$ cat config.mk
export PLATFORM = sky130hd
export DESIGN_NAME = reorder_buffer
export DESIGN_NICKNAME = d
export VERILOG_FILES = /design/src/rtl/reorder_buffer.sv
export SDC_FILE = /design/constraint.sdc
export NUM_CORES = 2
export LEC_CHECK = 0
export ABC_CLOCK_PERIOD_IN_PS = 3000
export BUFFER_PORTS_ARGS = -buffer_cell sky130_fd_sc_hd__buf_2
export CORE_ASPECT_RATIO = 0.8
export CORE_MARGIN = 1
export CORE_UTILIZATION = 61
export DETAILED_ROUTE_END_ITERATION = 6
export PLACE_DENSITY_LB_ADDON = 0.25
export SLEW_MARGIN = 10
export SYNTH_ARGS = -nofsm -noshare
export SYNTH_HDL_FRONTEND = slang
export SYNTH_SLANG_ARGS = --single-unit
$ cat constraint.sdc
create_clock -name clk_in -period 3 [get_ports clk_in]
set_input_delay 0.45 -clock clk_in [delete_from_list [all_inputs] [get_ports clk_in]]
set_output_delay 0.45 -clock clk_in [all_outputs]
set_load 0.01 [all_outputs]
$ cat src/rtl/reorder_buffer.sv
// In-order retirement queue: allocates at tail, captures CDB results, retires one head entry per cycle.
// Commit outputs appear one cycle after retirement; rob_full blocks issue and rdy_in=0 freezes all state.
module reorder_buffer #(
  parameter int ROB_WIDTH_BIT = 3
) (
  input  logic                     clk_in,
  input  logic                     rst_n_in,
  input  logic                     rdy_in,
  input  logic                     issue_valid,
  input  logic [1:0]               issue_type,
  input  logic [4:0]               issue_rd,
  input  logic                     issue_ready,
  input  logic [31:0]              issue_val,
  input  logic                     issue_pred_jump,
  output logic                     rob_full,
  output logic [ROB_WIDTH_BIT-1:0] issue_rob_id,
  output logic [4:0]               set_dep_reg_id,
  output logic [ROB_WIDTH_BIT-1:0] set_dep_rob_id,
  input  logic                     cdb_valid,
  input  logic [ROB_WIDTH_BIT-1:0] cdb_rob_id,
  input  logic [31:0]              cdb_val,
  input  logic                     cdb_jump,
  input  logic [31:0]              cdb_addr,
  input  logic [ROB_WIDTH_BIT-1:0] get_rob_id1,
  input  logic [ROB_WIDTH_BIT-1:0] get_rob_id2,
  output logic                     rob_value1_ready,
  output logic [31:0]              rob_value1,
  output logic                     rob_value2_ready,
  output logic [31:0]              rob_value2,
  output logic [4:0]               set_reg_id,
  output logic [31:0]              set_val,
  output logic [ROB_WIDTH_BIT-1:0] set_reg_on_rob_id,
  output logic                     store_commit,
  output logic [ROB_WIDTH_BIT-1:0] store_rob_id,
  output logic                     rob_clear,
  output logic [31:0]              clear_pc,
  output logic                     halt_out
);
  localparam int W = ROB_WIDTH_BIT;
  localparam int ROB_SIZE = 1 << W;
  localparam logic [W:0] FULL_CNT = (W+1)'(ROB_SIZE);
  localparam logic [1:0] T_REG = 2'd0, T_STORE = 2'd1, T_BRANCH = 2'd2, T_HALT = 2'd3;

  logic [W-1:0]        head_q, head_d, tail_q, tail_d;
  logic [W:0]          count_q, count_d;
  logic [ROB_SIZE-1:0] ent_vld_q, ent_vld_d, ent_rdy_q, ent_rdy_d;
  logic [ROB_SIZE-1:0] ent_pred_q, ent_pred_d, ent_jump_q, ent_jump_d;
  logic [1:0]          ent_typ_q  [ROB_SIZE];
  logic [1:0]          ent_typ_d  [ROB_SIZE];
  logic [4:0]          ent_rd_q   [ROB_SIZE];
  logic [4:0]          ent_rd_d   [ROB_SIZE];
  logic [31:0]         ent_val_q  [ROB_SIZE];
  logic [31:0]         ent_val_d  [ROB_SIZE];
  logic [31:0]         ent_addr_q [ROB_SIZE];
  logic [31:0]         ent_addr_d [ROB_SIZE];

  logic [4:0]   set_reg_id_q, set_reg_id_d;
  logic [31:0]  set_val_q, set_val_d, clear_pc_q, clear_pc_d;
  logic [W-1:0] set_reg_on_rob_id_q, set_reg_on_rob_id_d, store_rob_id_q, store_rob_id_d;
  logic         store_commit_q, store_commit_d, rob_clear_q, rob_clear_d, halt_q, halt_d;

  logic issue_acc, cdb_acc, commit, mispredict;
  logic cdb_hit1, cdb_hit2;

  assign rob_full          = (count_q == FULL_CNT);
  assign issue_rob_id      = tail_q;
  assign set_dep_rob_id    = tail_q;
  assign set_dep_reg_id    = (issue_valid && !rob_full && !rob_clear_q && issue_type == T_REG) ? issue_rd : 5'd0;
  assign set_reg_id        = set_reg_id_q;
  assign set_val           = set_val_q;
  assign set_reg_on_rob_id = set_reg_on_rob_id_q;
  assign store_commit      = store_commit_q;
  assign store_rob_id      = store_rob_id_q;
  assign rob_clear         = rob_clear_q;
  assign clear_pc          = clear_pc_q;
  assign halt_out          = halt_q;

  // A same-cycle broadcast on the looked-up id beats the stored (possibly stale) value.
  assign cdb_hit1         = cdb_valid && !rob_clear_q && cdb_rob_id == get_rob_id1 && ent_vld_q[get_rob_id1];
  assign cdb_hit2         = cdb_valid && !rob_clear_q && cdb_rob_id == get_rob_id2 && ent_vld_q[get_rob_id2];
  assign rob_value1_ready = cdb_hit1 || (ent_vld_q[get_rob_id1] && ent_rdy_q[get_rob_id1]);
  assign rob_value2_ready = cdb_hit2 || (ent_vld_q[get_rob_id2] && ent_rdy_q[get_rob_id2]);
  assign rob_value1       = cdb_hit1 ? cdb_val : (ent_vld_q[get_rob_id1] ? ent_val_q[get_rob_id1] : 32'd0);
  assign rob_value2       = cdb_hit2 ? cdb_val : (ent_vld_q[get_rob_id2] ? ent_val_q[get_rob_id2] : 32'd0);

  always_comb begin
    head_d     = head_q;
    tail_d     = tail_q;
    ent_vld_d  = ent_vld_q;
    ent_rdy_d  = ent_rdy_q;
    ent_pred_d = ent_pred_q;
    ent_jump_d = ent_jump_q;
    ent_typ_d  = ent_typ_q;
    ent_rd_d   = ent_rd_q;
    ent_val_d  = ent_val_q;
    ent_addr_d = ent_addr_q;

    issue_acc  = issue_valid && !rob_full && !rob_clear_q;
    cdb_acc    = cdb_valid && !rob_clear_q && ent_vld_q[cdb_rob_id];
    commit     = (count_q != '0) && ent_vld_q[head_q] && ent_rdy_q[head_q] && !rob_clear_q;
    mispredict = commit && ent_typ_q[head_q] == T_BRANCH && ent_jump_q[head_q] != ent_pred_q[head_q];

    if (cdb_acc) begin
      ent_rdy_d[cdb_rob_id]  = 1'b1;
      ent_val_d[cdb_rob_id]  = cdb_val;
      ent_jump_d[cdb_rob_id] = cdb_jump;
      ent_addr_d[cdb_rob_id] = cdb_addr;
    end
    if (issue_acc) begin
      ent_vld_d[tail_q]  = 1'b1;
      ent_rdy_d[tail_q]  = issue_ready;
      ent_typ_d[tail_q]  = issue_type;
      ent_rd_d[tail_q]   = issue_rd;
      ent_val_d[tail_q]  = issue_val;
      ent_pred_d[tail_q] = issue_pred_jump;
      ent_jump_d[tail_q] = 1'b0;
      ent_addr_d[tail_q] = 32'd0;
      tail_d             = tail_q + 1'b1;
    end
    if (commit) begin
      ent_vld_d[head_q] = 1'b0;
      ent_rdy_d[head_q] = 1'b0;
      head_d            = head_q + 1'b1;
    end
    count_d = count_q + {{W{1'b0}}, issue_acc} - {{W{1'b0}}, commit};

    set_reg_id_d        = (commit && ent_typ_q[head_q] == T_REG) ? ent_rd_q[head_q] : 5'd0;
    set_val_d           = (commit && ent_typ_q[head_q] == T_REG) ? ent_val_q[head_q] : 32'd0;
    set_reg_on_rob_id_d = (commit && ent_typ_q[head_q] == T_REG) ? head_q : '0;
    store_commit_d      = commit && ent_typ_q[head_q] == T_STORE;
    store_rob_id_d      = store_commit_d ? head_q : '0;
    rob_clear_d         = mispredict;
    clear_pc_d          = mispredict ? ent_addr_q[head_q] : 32'd0;
    halt_d              = halt_q || (commit && ent_typ_q[head_q] == T_HALT);

    // The flush also discards anything issued or written back at the same edge.
    if (mispredict) begin
      ent_vld_d = '0;
      ent_rdy_d = '0;
      head_d    = '0;
      tail_d    = '0;
      count_d   = '0;
    end
  end

  always_ff @(posedge clk_in or negedge rst_n_in) begin
    if (!rst_n_in) begin
      head_q              <= '0;
      tail_q              <= '0;
      count_q             <= '0;
      ent_vld_q           <= '0;
      ent_rdy_q           <= '0;
      ent_pred_q          <= '0;
      ent_jump_q          <= '0;
      for (int i = 0; i < ROB_SIZE; i++) begin
        ent_typ_q[i]  <= '0;
        ent_rd_q[i]   <= '0;
        ent_val_q[i]  <= '0;
        ent_addr_q[i] <= '0;
      end
      set_reg_id_q        <= '0;
      set_val_q           <= '0;
      set_reg_on_rob_id_q <= '0;
      store_commit_q      <= 1'b0;
      store_rob_id_q      <= '0;
      rob_clear_q         <= 1'b0;
      clear_pc_q          <= '0;
      halt_q              <= 1'b0;
    end else if (rdy_in) begin
      head_q              <= head_d;
      tail_q              <= tail_d;
      count_q             <= count_d;
      ent_vld_q           <= ent_vld_d;
      ent_rdy_q           <= ent_rdy_d;
      ent_pred_q          <= ent_pred_d;
      ent_jump_q          <= ent_jump_d;
      ent_typ_q           <= ent_typ_d;
      ent_rd_q            <= ent_rd_d;
      ent_val_q           <= ent_val_d;
      ent_addr_q          <= ent_addr_d;
      set_reg_id_q        <= set_reg_id_d;
      set_val_q           <= set_val_d;
      set_reg_on_rob_id_q <= set_reg_on_rob_id_d;
      store_commit_q      <= store_commit_d;
      store_rob_id_q      <= store_rob_id_d;
      rob_clear_q         <= rob_clear_d;
      clear_pc_q          <= clear_pc_d;
      halt_q              <= halt_d;
    end
  end
endmodule

==> impl_results.md <==
* Outcome: complete, but fails checks
* Violated checks: design-rule violations
* Core ar. at slightly below 60,000 sq um
* Clk_skew at 20.2 ps
* Final Max Slew Viols at 0
* Reg2reg start: head_q[1]$_DFFE_PN0P_
* Count of different cell masters after synthesis at 69
* Vias in the first global route at around 34,000
* Min-Delay Endpoint: ent_addr_q[185]$_DFFE_PN0P_
* Critical Path RT at 2550 ps
* Critical Path Max Stage Delay at 540 ps
* Final Net Count at 3,617
* Slew headroom at 30.9%
* Post-route cell area at 41,900 sq um
* Worst Hold Path Cells at 2
* I/O pins at roughly 280
* Initial antenna violation count at 18
* IO buf count at roughly 280
* Flop-to-flop setup slack at 90 ps
* Max IR drop VDD at 583 uV
* Drt drc at 28
* Syn Area/Cell at 10.9 sq um
* Power density over the cells at around 1100 nW/um^2
* Minimum clock period at 2970 ps
* Setup bufs post-CTS at 0
* CP arrival at 2520 ps
* Clk sinks at 688
* Leakage at between 15 and 20 nW
* FF-to-FF path depth at 7
* Tcrit/Tclk final at 99.2%
* Setup TNS at 0 ps
* Mapped Cells at 3,367
* H-tree levels at 3
* DRT iter0 DRCs at 5,763
* Comb power frac at a little over two fifths
* WL/cell at approximately 32 um
* Fmax at around 340 MHz
* Hold WS at around 100 ps
* Reg power frac at 37.1%
* Slowest library cell on the worst path: mux4_2
* Place WS at -122 ps
* Drt total wl at 138,000 um
* Sw frac at 39.4%
* Endpoints failing setup at 0
* Synthesis Warnings at 0
* Clk_lat worst skew at about 640 ps
* Tot GR Track Use at 44.8%
* Root Driver: clkbuf_16
* Unrepaired setup endpoints after global routing: no
* Final core utilization at between 70% and 80%
* NetSw at 17.9 mW
* Cell family with most CP delay: multiplexers
* Syn Nets at 3,496
* Worst path depth at 6
* RR Endpoint: clear_pc[12]$_DFFE_PN0P_
* Clk pin slew, worst setup/hold paths at 60 ps
* Row count at 80
* Setup WS post-layout at 25.0 ps
* EDFF count, synth at 0
* Vias per inst at 7.74
* Synth-to-layout area growth at 13.9%
* Share of post-route cells with drive strength above 1 at 25.4%
* Detailed-router iteration count before antenna repair at 7
* Die X at 276 um
* Worst hold path class: in -> reg
* Die area at 61,200 sq um
* CTS Buffer Depth at 3
* Die Y at 222 um
* Setup CP Type: reg -> out
* #FFs+latches synth at 688
* Synth Cell Area at 36,800 sq um
* Hold Crit Start: cdb_addr[25]
* Largest net degree at the start of global routing at 182
* Critical path, cell by cell: mux4_2, mux2i_4, buf_8, a211oi_1, buf_4, buf_2
* Async SR Flop Fraction at 100%
* Number of buffers created by CTS at 70
* Critical Path Start Type: flip-flop
* Pin slew with the least headroom to its limit at 1040 ps
* Sequential fraction of the synthesis area at 46.8%
* Top_reg_cell synth: dfrtp_1
* Hold Vio Cnt, Final at 0
* Crit Path Max Fanout at 12
* Via count at 33,490
* Gpl congestion at 0.966
* Grt ovf at 0
* Hpwl dp at 80,500 um
* Critical path buffers and inverters at 3
* P_int at ~27 mW
* Commonest non-fill, non-tap cells in the layout: dfrtp_1 (685), nor2_1 (313), nand2_1 (275), buf_2 (269), o22ai_1 (263)
* Clk pwr share at 19.6%
* Number of nets still failing antenna checks after routing at 0
* Setup crit end kind: primary output
* Placed inst area at 39,500 sq um
* Max-cap violations at 0
* Commonest non-fill, non-tap cell in the layout: dfrtp_1
* CTS tree: yes
* Initial Util at 61.7%
* First-pass GRT wire length at ~210,000 um
==> power groups by stage <==
stage                     registers [mW]  clock network, mW  logic, mW
after CTS                           16.6               8.86       19.0
final                               16.8               8.88       19.6
after floorplan                     15.6                  0       12.9
after global routing                17.2               9.25       20.7
after global placement              16.3                  0       18.2
after detailed placement            16.7                  0       18.8
==> state kept, by name, summed over array words and instances (netlist names), 16 cells and up <==
| signal | flops |
|---|---|
| ent_rd_q | 40 |
| ent_addr_q | 256 |
| ent_typ_q | 16 |
| ent_val_q | 256 |
| clear_pc | 32 |
| set_val | 32 |
==> cell usage after synthesis, drive strengths merged, types with 11 or more instances <==
master / instances / area share [%]
a211oi: 69 / 1.4
a21oi: 197 / 2.7
a222oi: 32 / 0.87
a22o: 71 / 1.7
a22oi: 11 / 0.22
a2bb2oi: 36 / 0.86
a32o: 69 / 1.9
buf: 143 / 1.8
clkbuf: 246 / 2.5
dfrtp: 688 / 47
inv: 50 / 0.51
mux2: 96 / 2.9
mux2i: 130 / 3.6
mux4: 208 / 13
nand2: 279 / 2.9
nand3: 37 / 0.50
nor2: 318 / 3.3
nor2b: 11 / 0.19
o211ai: 16 / 0.33
o21ai: 141 / 1.9
o221ai: 26 / 0.62
o22a: 20 / 0.48
o22ai: 263 / 4.5
o2bb2ai: 101 / 2.4
==> worst register-to-register path, cell delays in order, from the launching register on <==
cell and delay (ps):
dfrtp_4 520, buf_4 420, mux4_2 430, mux2i_2 210, nand2_2 120, or4_4 690, buf_12 250, o2bb2ai_1 190
==> layer usage <==
metal / track usage (%) / wire (um) / up-vias
met4: 23.7 / 7840 / 12
met5: 0 / 83 / -
met2: 63.1 / 58700 / 3248
met3: 17.0 / 22800 / 717
met1: 60.4 / 48200 / 16428
li1: - / - / 13085
==> worst max path at each step <==
stage	end	slack, ps	start
CTS	rob_value2[24]	7	ent_vld_q[7]$_DFFE_PN0P_
detailed placement	ent_val_q[16]$_DFFE_PN0P_	-120	cdb_rob_id[0]
global route	rob_value2[7]	0.2	rob_clear$_DFFE_PN0P_
global placement	ent_val_q[15]$_DFFE_PN0P_	-10	cdb_rob_id[0]
floorplan	count_q[3]$_DFFE_PN0P_	250	head_q[1]$_DFFE_PN0P_
finish	rob_value2[24]	30	ent_vld_q[3]$_DFFE_PN0P_
==> cells by family (layout without fill, tap and decap cells) <==
kind of cell,after synthesis,after routing,synth area share [%]
fa+ha+maj,9,9,0.327
flops,688,688,46.8
buf+inv,440,608,4.82
xor+xnor,10,10,0.238
compound gates,1089,1089,20.7
other cells,0,13,0
simple gates,697,697,7.77
mux,434,434,19.3
==> stage by stage <==
stage / std cells / power (mW)
CTS: 4314 / 44.5
finish: 4327 / 45.3
global route: 4325 / 47.1
detailed placement: 4194 / 35.5
floorplan: 3367 / 28.5
global placement: 4194 / 34.5
==> cell type report <==
class | count | area [sq um]
Fill cell | 4109 | 17700
Antenna cell | 13 | 32.5
Timing Repair Buffer | 438 | 3260
Multi-Input combinational cell | 2239 | 17900
Inverter | 51 | 194
Clock inverter | 22 | 235
Tap cell | 779 | 975
Sequential cell | 688 | 17200
Clock buffer | 97 | 2010
==> what timing repair did <==
item                                    in CTS  in global routing
endpoints found under the setup margin       9                 44
resized for setup                            5                 13
endpoints found under the hold margin       56                  0
hold buffers                                 1                  0
pin swaps                                    0                  0
No activity file was read; power rests on OpenSTA's default activity.
